### config.mk
export PLATFORM = sky130hd
export DESIGN_NAME = axis_deadlock_monitor
export DESIGN_NICKNAME = d
export VERILOG_FILES = /design/src/rtl/axis_deadlock_monitor.sv
export SDC_FILE = /design/constraint.sdc
export NUM_CORES = 1
export LEC_CHECK = 0
export BUFFER_PORTS_ARGS = -buffer_cell sky130_fd_sc_hd__buf_2
export CAP_MARGIN = 25
export CORE_MARGIN = 2
export CORE_UTILIZATION = 46
export CTS_BUF_LIST = sky130_fd_sc_hd__clkbuf_8 sky130_fd_sc_hd__clkbuf_16
export DETAILED_ROUTE_END_ITERATION = 8
export PLACE_DENSITY = 0.76
export SLEW_MARGIN = 25
export SYNTH_ARGS = -nofsm -noshare
export SYNTH_HDL_FRONTEND = slang
export SYNTH_SLANG_ARGS = --single-unit
### constraint.sdc
create_clock -name clock -period 1.8 [get_ports clock]
set_input_delay 0.36 -clock clock [delete_from_list [all_inputs] [get_ports clock]]
set_output_delay 0.36 -clock clock [all_outputs]
set_load 0.02 [all_outputs]
### src/rtl/axis_deadlock_monitor.sv
// Deadlock monitor: qualifies AXIS/sub-instance block conditions over THRESHOLD cycles and records the first cause.
// Latency: block rises THRESHOLD+1 edges after raw goes high and falls 1 edge after raw goes low.
// Backpressure: none; this is a passive observer with no flow control.
module axis_deadlock_monitor #(
    parameter int NUM_AXIS = 8,
    parameter int NUM_SUB = 3,
    parameter int SUB_EN = 0,
    parameter int THRESHOLD = 0,
    parameter int CNT_W = 8,
    parameter logic [NUM_AXIS-1:0] CHAN_MASK = '1,
    localparam int CHW = (NUM_AXIS > 1) ? $clog2(NUM_AXIS) : 1
) (
    input  logic                clock,
    input  logic                reset_n,
    input  logic [NUM_AXIS-1:0] axis_block_sigs,
    input  logic [NUM_SUB-1:0]  inst_idle_sigs,
    input  logic [NUM_SUB-1:0]  inst_block_sigs,
    input  logic                clear,
    output logic                block,
    output logic                block_sticky,
    output logic                first_src,
    output logic [CHW-1:0]      first_chan,
    output logic [CNT_W-1:0]    event_count
);

    localparam int RW = (THRESHOLD > 0) ? $clog2(THRESHOLD + 1) : 1;
    localparam logic [RW-1:0] THR = RW'(THRESHOLD);
    localparam logic [CNT_W-1:0] CNT_MAX = {CNT_W{1'b1}};

    typedef enum logic [1:0] {IDLE, PEND, BLOCKED} state_t;

    state_t              state, state_nxt;
    logic [RW-1:0]       run_cnt, cnt_nxt;
    logic [NUM_AXIS-1:0] masked;
    logic                axis_hit, sub_hit, raw, rise;
    logic [CHW-1:0]      low_chan;

    assign masked   = axis_block_sigs & CHAN_MASK;
    assign axis_hit = |masked;
    assign sub_hit  = (SUB_EN != 0) && (&(inst_block_sigs | inst_idle_sigs)) && (|inst_block_sigs);
    assign raw      = axis_hit | sub_hit;

    always_ff @(posedge clock or negedge reset_n) begin
        if (!reset_n) begin
            state   <= IDLE;
            run_cnt <= '0;
        end else begin
            state   <= state_nxt;
            run_cnt <= cnt_nxt;
        end
    end

    // run_cnt saturates at THR, so once it matches the condition is qualified.
    always_comb begin
        state_nxt = state;
        cnt_nxt   = run_cnt;
        if (!raw) begin
            state_nxt = IDLE;
            cnt_nxt   = '0;
        end else if (run_cnt == THR) begin
            state_nxt = BLOCKED;
        end else begin
            state_nxt = PEND;
            cnt_nxt   = run_cnt + 1'b1;
        end
    end

    always_comb begin
        block = (state == BLOCKED);
        rise  = (state_nxt == BLOCKED) && (state != BLOCKED);
    end

    always_comb begin
        low_chan = '0;
        for (int i = NUM_AXIS - 1; i >= 0; i--) begin
            if (masked[i]) low_chan = CHW'(i);
        end
    end

    // A rise coinciding with clear still loads a fresh capture and a count of one.
    always_ff @(posedge clock or negedge reset_n) begin
        if (!reset_n) begin
            block_sticky <= 1'b0;
            first_src    <= 1'b0;
            first_chan   <= '0;
            event_count  <= '0;
        end else if (rise) begin
            block_sticky <= 1'b1;
            if (!block_sticky || clear) begin
                first_src  <= !axis_hit;
                first_chan <= low_chan;
            end
            if (clear)
                event_count <= CNT_W'(1);
            else if (event_count != CNT_MAX)
                event_count <= event_count + 1'b1;
        end else if (clear) begin
            block_sticky <= 1'b0;
            first_src    <= 1'b0;
            first_chan   <= '0;
            event_count  <= '0;
        end
    end

endmodule

Word level (Yosys, flattened, before mapping)
Cells that the tools add are included.
Storage, ports and cells
  bits of input ports: 17
  memory bits (writable): 0
  memory bits (read-only): 0
  register bits after elaboration: 16
  memories kept: 0
  word-level logic and storage cells: 45
  latch bits: 0
Operators by class
  order comparisons: 0
  equal/unequal tests: 5
  div/mod/pow operators: 0
  reduce and logical (&&, ||, !) cells: 9
  $add $sub $neg: 2
  bitwise operators: 0
  multipliers: 0
  shift-type cells: 0
  mux-type cells: 23
Operators by type and width (count)
  3-bit 2-to-1 mux: 11
  8-bit 2-to-1 mux: 4
  8-bit by 1-bit adder with 8-bit output, second input constant: 1
  8-bit != test, second input constant: 1
  8-bit OR reduction: 1
  1-bit 2-to-1 mux: 6
  2-bit equality test, second input constant: 2
  2-bit 2-to-1 mux: 2
  2-bit AND reduction: 2
  2-bit nonzero test: 2
  1-bit zero test: 2
  2-bit by 1-bit != test with 1-bit output, second input constant: 1
  2-bit != test, second input constant: 1
  1-bit adder, second input constant: 1
  1-bit logical AND: 1
  1-bit logical OR: 1

Longest topological paths before layout
Gate-level depths: netlist (run 1).
  depth after elaboration: 10
  mapped depth: 5
  depth with buffers taken out: 5

Least setup slack after synthesis (run 1)
No wires, ideal clock.
  kind: reg2reg
  start point: register event_count[0]
  end point: register event_count[5]
  setup time: 0.128 ns
  path buffers: 0
  slack: 0.174 ns
  data arrival time: 1.498 ns
  data required time: 1.672 ns
  cell stages (with the launch flop): 6
  cells stage by stage: dfrtp_1 > ha_1 > nand2_1 > nor3_4 > nor4_1 > mux2_1
Between the ends
  cells in the longest elaborated chain, start to end: 4
  elaborated cells on any way between the ends: 7
RTL lines
  start: declaration: line 23  | output logic [CNT_W-1:0] event_count
  start signal: assignment: line 96  | event_count <= event_count + 1'b1;
  8-bit by 1-bit adder with 8-bit output: line 96
  8-bit 2-to-1 mux: line 95  | else if (event_count != CNT_MAX)
  8-bit 2-to-1 mux: line 93  | if (clear)
  8-bit 2-to-1 mux: line 87  | end else if (rise) begin
Several ways; a longest one is shown, not always the timed one. The select of a mux whose other input is x is not followed.
A chain may end at the register's enable or synchronous reset.

Worst setup path in the final report (run 1)
Ends and elaborated chain as after synthesis.

==> impl_metrics.csv, run 1 <==
group,metric,value,unit
run_status,status,"completed",
pwr,seqPwrFrac,51.4,%
die,fp-row-count,14,
pwr,combPwrFrac,7.1,%
worst_setup_path,cp.arrival,1.83,ns
cells_and_area,final_area,979.7,sq um
cts,ctsRootBufferMaster,"clkbuf_8",
routing,drcViolationCount,0,
timing,timing.setup.tns,0,ns
timing,worst-slew-pin-transition,0.5224,ns
cts,cts_buffer_depth,2,
cts,holdBufCountCts,0,
synth,yosys.cell_count.top_type,"dfrtp_1",
worst_setup_path,startpoint_type,"flop",
job,cap_violations,0,
cells_and_area,final_nets,131,
die,core-area,0.001559,sq mm
worst_setup_path,worstSetupPathType,"flop to flop",
synth,yosys.area.top_type,"dfrtp_1",
cells_and_area,nFillCells,144,
timing,grt_setup_unrepaired,"no",
cts,ctsResizeCount,0,
global_route,track_usage,19.69,%
pwr,power.internal,479.4,uW
synth,yosys_warnings,0,
pwr,power_leakage,0.0004823,uW
placement,io_buffers,24,
pwr,clkPwrFrac,41.5,%
synth,ys_top_cells_by_count,"dfrtp_1 (14), nor2_1 (8), a21oi_1 (7), nor2b_1 (7), nand2_1 (5)",
worst_setup_path,required,1.93,ns
cts,cts_setup_buffers,0,
routing,vias,749,
routing,drtAntennaViolNets,0,
min_path,worst_hold_path_type,"input port to asynchronous set/reset pin",
pwr,p_sw,136.0,uW
cts,cts_tree,"yes",
cts,clk_pin_slew,0.06,ns
synth,syn_inst,83,
global_route,grt_first_pass_wirelength,2911,um
die,ios,31,
synth,synthFlopType,"dfrtp_1",
synth,synthTopCellsByArea,"dfrtp_1 (44%), nor2b_1 (5.5%), a21oi_1 (4.4%)",
timing,hold_ws,0.005481,ns
placement,place_ws,0.1014,ns
die,start_util,50.72,%
timing,layout_setup_ws,0.09732,ns
timing,timing_hold_violations_final,0,
worst_setup_path,cpMaxStageDelayCell,"dfrtp_1",
timing,finalSetupViolations,0,
routing,wl,1740,um
synth,mappedNetlistNets,101,
die,die_w,45.46,um
routing,drt-initial-drc-count,11,
worst_setup_path,cp_max_fo,8,
cts,numCtsBuffers,3,
timing,fmax,587.3,MHz
placement,place.gp.congestion,0.7584,
placement,dpl.cell_count,124,
cells_and_area,diodes,0,
placement,dp_hpwl,1325,um
global_route,grt_max_degree,17,
synth,synth_seq_cells,14,
die,dieArea,0.002067,sq mm
die,die_h,45.46,um
synth,synth_area_per_cell,9.527,sq um
synth,yosysTopAreaCellShare,44.30,%
synth,syn_area,790.8,sq um
routing,firstDrtPassIters,2,
synth,yosysSeqAreaShare,44.30,%
timing,slew_violations,0,
cells_and_area,fin_cells,127,
worst_setup_path,max_stage_delay,0.42,ns
cells_and_area,area_growth,23.89,%
cts,cts_max_level,1,
placement,dpl_cell_area,938.4,sq um
pwr,swShare,22.10,%
cts,clock_latency,0.24,ns
synth,async_flop_share,100.0,%
worst_setup_path,path_cells,"ha_1, nand2_1, nor3_4, nor4_1, mux2_1",
synth,synth-edff-count,0,
global_route,grt_pass1_vias,714,
synth,synth_cell_types,31,
global_route,grt-ovfl-total,0,
timing,fin_skew,0.001785,ns
timing,post-route-period-util,94.59,%
pwr,ir_worst_vdd,535.9,uV
cts,cts.sinks,14,
routing,wire_per_inst,13.70,um
cells_and_area,drive_above_1_share,33.33,%
timing,max_slew_margin,65.09,%
global_route,antenna_found_initial,0,
routing,vias_per_cell,5.898,
pwr,pwr_density_cell,628.1,mW/mm^2
timing,period_needed,1.703,ns
worst_setup_path,critPathCaptureType,"flop",
-- layout by cell type (no fill, tap or decap), types with 2 or more instances in the layout --
| cell type | instances |
|---|---|
| o21ai_1 | 4 |
| a21oi_1 | 7 |
| nor4_1 | 2 |
| nor3_1 | 2 |
| buf_2 | 24 |
| inv_1 | 4 |
| o21ai_0 | 4 |
| nor2_1 | 8 |
| mux2_1 | 2 |
| nor4_2 | 2 |
| nand2_1 | 5 |
| nor2b_1 | 7 |
| clkbuf_8 | 3 |
| a211oi_1 | 2 |
| dfrtp_1 | 14 |
| buf_4 | 3 |
| nand3_1 | 2 |
| a22o_1 | 2 |
-- routing by layer --
metal	vias to the layer above	global-route usage, %	share of wire (%)
li1	363	-	-
met1	367	24.43	46
met2	15	31.83	48
met3	4	3.571	3.4
met4	0	11.18	2.0
met5	-	0	0
-- sequential cells by signal, indices dropped and copies added (netlist names) --
name,count
block_sticky,1
event_count,8
first_chan,3
first_src,1
state,1
-- final cells by class --
class | count | area, sq um | area share (%)
Sequential cell | 14 | 350.3 | 35.76
Inverter | 4 | 15.01 | 1.533
Multi-Input combinational cell | 63 | 410.4 | 41.89
Timing Repair Buffer | 27 | 142.6 | 14.56
Clock buffer | 3 | 41.29 | 4.215
Tap cell | 16 | 20.02 | 2.043
-- power by group through the flow --
stage	Combinational, uW	Clock (uW)	Sequential [uW]
floorplan	14.4	0	322
global placement	42.9	0	322
detailed placement	43.9	0	322
CTS	44.2	263	316
global route	50.5	269	316
finish	43.6	256	316
-- critical path: cells and delay by family (launching register included) --
kind | cells | cell delay [ns]
adders and majority gates | 1 | 0.25
and+or+nand+nor | 3 | 0.56
muxes | 1 | 0.35
DFF | 1 | 0.42
-- path summary, 6_finish.rpt --
path / from / to / slack [ns] / cells past startpoint
hold / removal: reset_n / first_chan[1] / 0.005 / 1
min in group clock: clear / event_count[3] / 0.47 / 2
hold reg to reg: first_src / first_src / 0.48 / 1
setup reg to reg: event_count[0] / event_count[5] / 0.1 / 5
max in group asynchronous: reset_n / event_count[7] / 1.55 / 1
setup / recovery: event_count[0] / event_count[5] / 0.1 / 5
-- cells by family after synthesis --
family          share of synthesized area [%]
fa+ha+maj                               1.582
compound gates                          20.25
buf+inv                                 3.796
flops                                   44.30
mux                                     2.848
simple gates                            27.22
-- stage by stage --
stage	power, uW	util (%)
3_3_place_gp	364.5	60.19
6_report	615.4	62.84
2_1_floorplan	336.9	-
5_1_grt	635.7	62.84
3_5_place_dp	365.6	60.19
4_1_cts	623.1	62.84
Note: power is estimated with default switching activity, not from simulation.
==> inputs of run 2 (changes only) <==
Settings changed: CELL_PAD_IN_SITES_DETAIL_PLACEMENT set to 0, CELL_PAD_IN_SITES_GLOBAL_PLACEMENT set to 2, CORE_UTILIZATION 46 to 27, PLACE_DENSITY 0.76 to unset, PLACE_DENSITY_LB_ADDON set to 0.1, SETUP_SLACK_MARGIN set to 0.3.
==> run 2 against run 1 <==
Utilization down 22 points. Die area up 63%. Clock-buffer cell count up 1. Clock power up 19%. First-iteration DRC count up 110%. Sequential power about the same. Largest power group unchanged. Worst hold slack better by 0.0053 ns. Power up 8.3%. Combinational power up 5.0%. Critical endpoint is now event_count[6]. Setup slack better by 0.22 ns. Cell area up 16%.
==> impl_metrics.csv, run 2 (same netlist as run 1, synthesis figures left out) <==
group,metric,value,unit
pwr,swShare,21.22,%
cells_and_area,final_common_cell,"buf_2",
cells_and_area,fin_cells,149,
routing,drtAntennaViolNets,0,
cells_and_area,registers.top_by_ff_count,"event_count",
worst_setup_path,startpoint_type,"flop",
cts,numCtsBuffers,3,
pwr,power_leakage,0.0005357,uW
cts,clk_pin_slew,0.06,ns
timing,grt_setup_unrepaired,"yes",
cts,ctsRootBufferMaster,"clkbuf_8",
die,dieArea,0.003377,sq mm
cells_and_area,area_growth,43.83,%
pwr,power.internal,525.2,uW
timing,post-route-period-util,82.22,%
pwr,seqPwrFrac,47.4,%
die,fp-row-count,19,
worst_setup_path,path_cells,"ha_4, nand2_4, a2111oi_1, nor2_1, a211oi_1",
worst_setup_path,critPathCaptureType,"flop",
timing,timing_hold_violations_final,0,
global_route,grt_max_degree,17,
die,core-area,0.002758,sq mm
run_status,status,"completed",
timing,timing.setup.tns,0,ns
cells_and_area,drive_above_1_share,46.61,%
routing,vias_per_cell,5.128,
timing,slew_violations,0,
worst_setup_path,worstSetupPathType,"flop to flop",
cells_and_area,reg_top3,"event_count (8), first_chan (3)",
placement,dpl.cell_count,139,
cts,cts_max_level,1,
worst_setup_path,cp.arrival,1.62,ns
global_route,grt_first_pass_wirelength,3298,um
die,die_w,58.12,um
routing,drcViolationCount,0,
die,die_h,58.12,um
pwr,ir_worst_vdd,376.5,uV
worst_setup_path,cpMaxStageDelayCell,"a2111oi_1",
cells_and_area,final_nets,137,
worst_setup_path,required,1.94,ns
die,start_util,28.68,%
global_route,grt_pass1_vias,712,
cells_and_area,final_cell_mix,"buf_2 (24), dfrtp_1 (9), buf_4 (9), nor2_1 (8)",
timing,max_slew_margin,69.95,%
routing,firstDrtPassIters,4,
timing,worst-slew-pin-transition,0.4497,ns
pwr,combPwrFrac,6.9,%
cts,cts.sinks,14,
global_route,grt-ovfl-total,0,
job,cap_violations,0,
routing,wire_per_inst,13.72,um
cts,clock_latency,0.24,ns
global_route,track_usage,12.83,%
placement,place_ws,0.1494,ns
pwr,clkPwrFrac,45.7,%
cts,cts_tree,"yes",
pwr,pwr_density_cell,586.1,mW/mm^2
timing,fmax,675.7,MHz
die,ios,31,
worst_setup_path,cp_max_fo,4,
cells_and_area,diodes,0,
placement,place.gp.congestion,0.7007,
routing,drt-initial-drc-count,23,
placement,io_buffers,24,
routing,vias,764,
min_path,worst_hold_path_type,"input port to asynchronous set/reset pin",
timing,finalSetupViolations,0,
cts,cts_buffer_depth,2,
worst_setup_path,max_stage_delay,0.43,ns
placement,dp_hpwl,1466,um
global_route,antenna_found_initial,0,
routing,wl,2044,um
cells_and_area,largest_reg_flops,8,
pwr,p_sw,141.5,uW
cts,holdBufCountCts,0,
timing,layout_setup_ws,0.3201,ns
timing,fin_skew,0.002699,ns
timing,period_needed,1.480,ns
[run 2: changes by cell type in the layout (fill, tap and decap cells not counted), sizes merged]
cell    change
buf         +6
clkbuf      +1
[run 2: repair_timing]
action	CTS	global route
setup buffers	1	5
resized for setup	3	7
hold endpoints to repair	0	0
setup endpoints to repair	3	5
pin swaps	1	3
[run 2: path summary, 6_finish.rpt]
path / startpoint / to / slack (ns) / depth (start not counted)
setup reg to reg: event_count[0] / event_count[6] / 0.32 / 5
setup / recovery: event_count[0] / event_count[6] / 0.32 / 5
hold reg to reg: first_src / first_src / 0.49 / 1
hold / removal: reset_n / event_count[2] / 0.01 / 1
max in group asynchronous: reset_n / event_count[5] / 1.52 / 1
min in group clock: axis_block_sigs[7] / state[1] / 0.49 / 4
[run 2: final cells by class]
cell class                 instances  area, sq um
fill                             280         1620
multi-input combinational         63        484.2
sequential                        14        356.6
timing repair buffer              33        187.7
clock buffer                       4        55.05
tap                               31        38.79
inverter                           4        15.01
[run 2: worst max-delay path: cells and delay by family, from the launching register on]
kind | cells | cell delay [ns]
adder cells (fa/ha/maj) | 1 | 0.16
flip-flops | 1 | 0.41
AND/OR/NAND/NOR | 2 | 0.14
AO/OA/AOI/OAI | 2 | 0.66
[run 2: per-stage QoR]
step	util, %	hold WS, ns	total power [uW]	area, sq um
global route	41.24	0.02219	703.2	1137
CTS	38.61	0.02400	672.8	1065
global placement	35.57	0.2821	367.1	980.9
detailed placement	35.57	0.2852	367.6	980.9
floorplan	-	0.06441	337.0	814.5
finish	41.24	0.01074	666.6	1137
[run 2: power groups by stage]
stage          Clock [uW]  Sequential, uW  Combinational, uW
3_3_place_gp            0             322               45.3
5_1_grt               336             316               51.8
2_1_floorplan           0             323               14.4
4_1_cts               310             316               46.3
3_5_place_dp            0             322               45.8
6_report              305             316               45.8
[run 2: routing by layer]
metal | vias to the layer above | global-route usage (%) | routed length (um)
met2 | 14 | 20.45 | 992
li1 | 376 | - | -
met4 | 0 | 4.983 | 14
met5 | - | 0 | 0
met3 | 2 | 2.009 | 89
met1 | 372 | 17.46 | 948
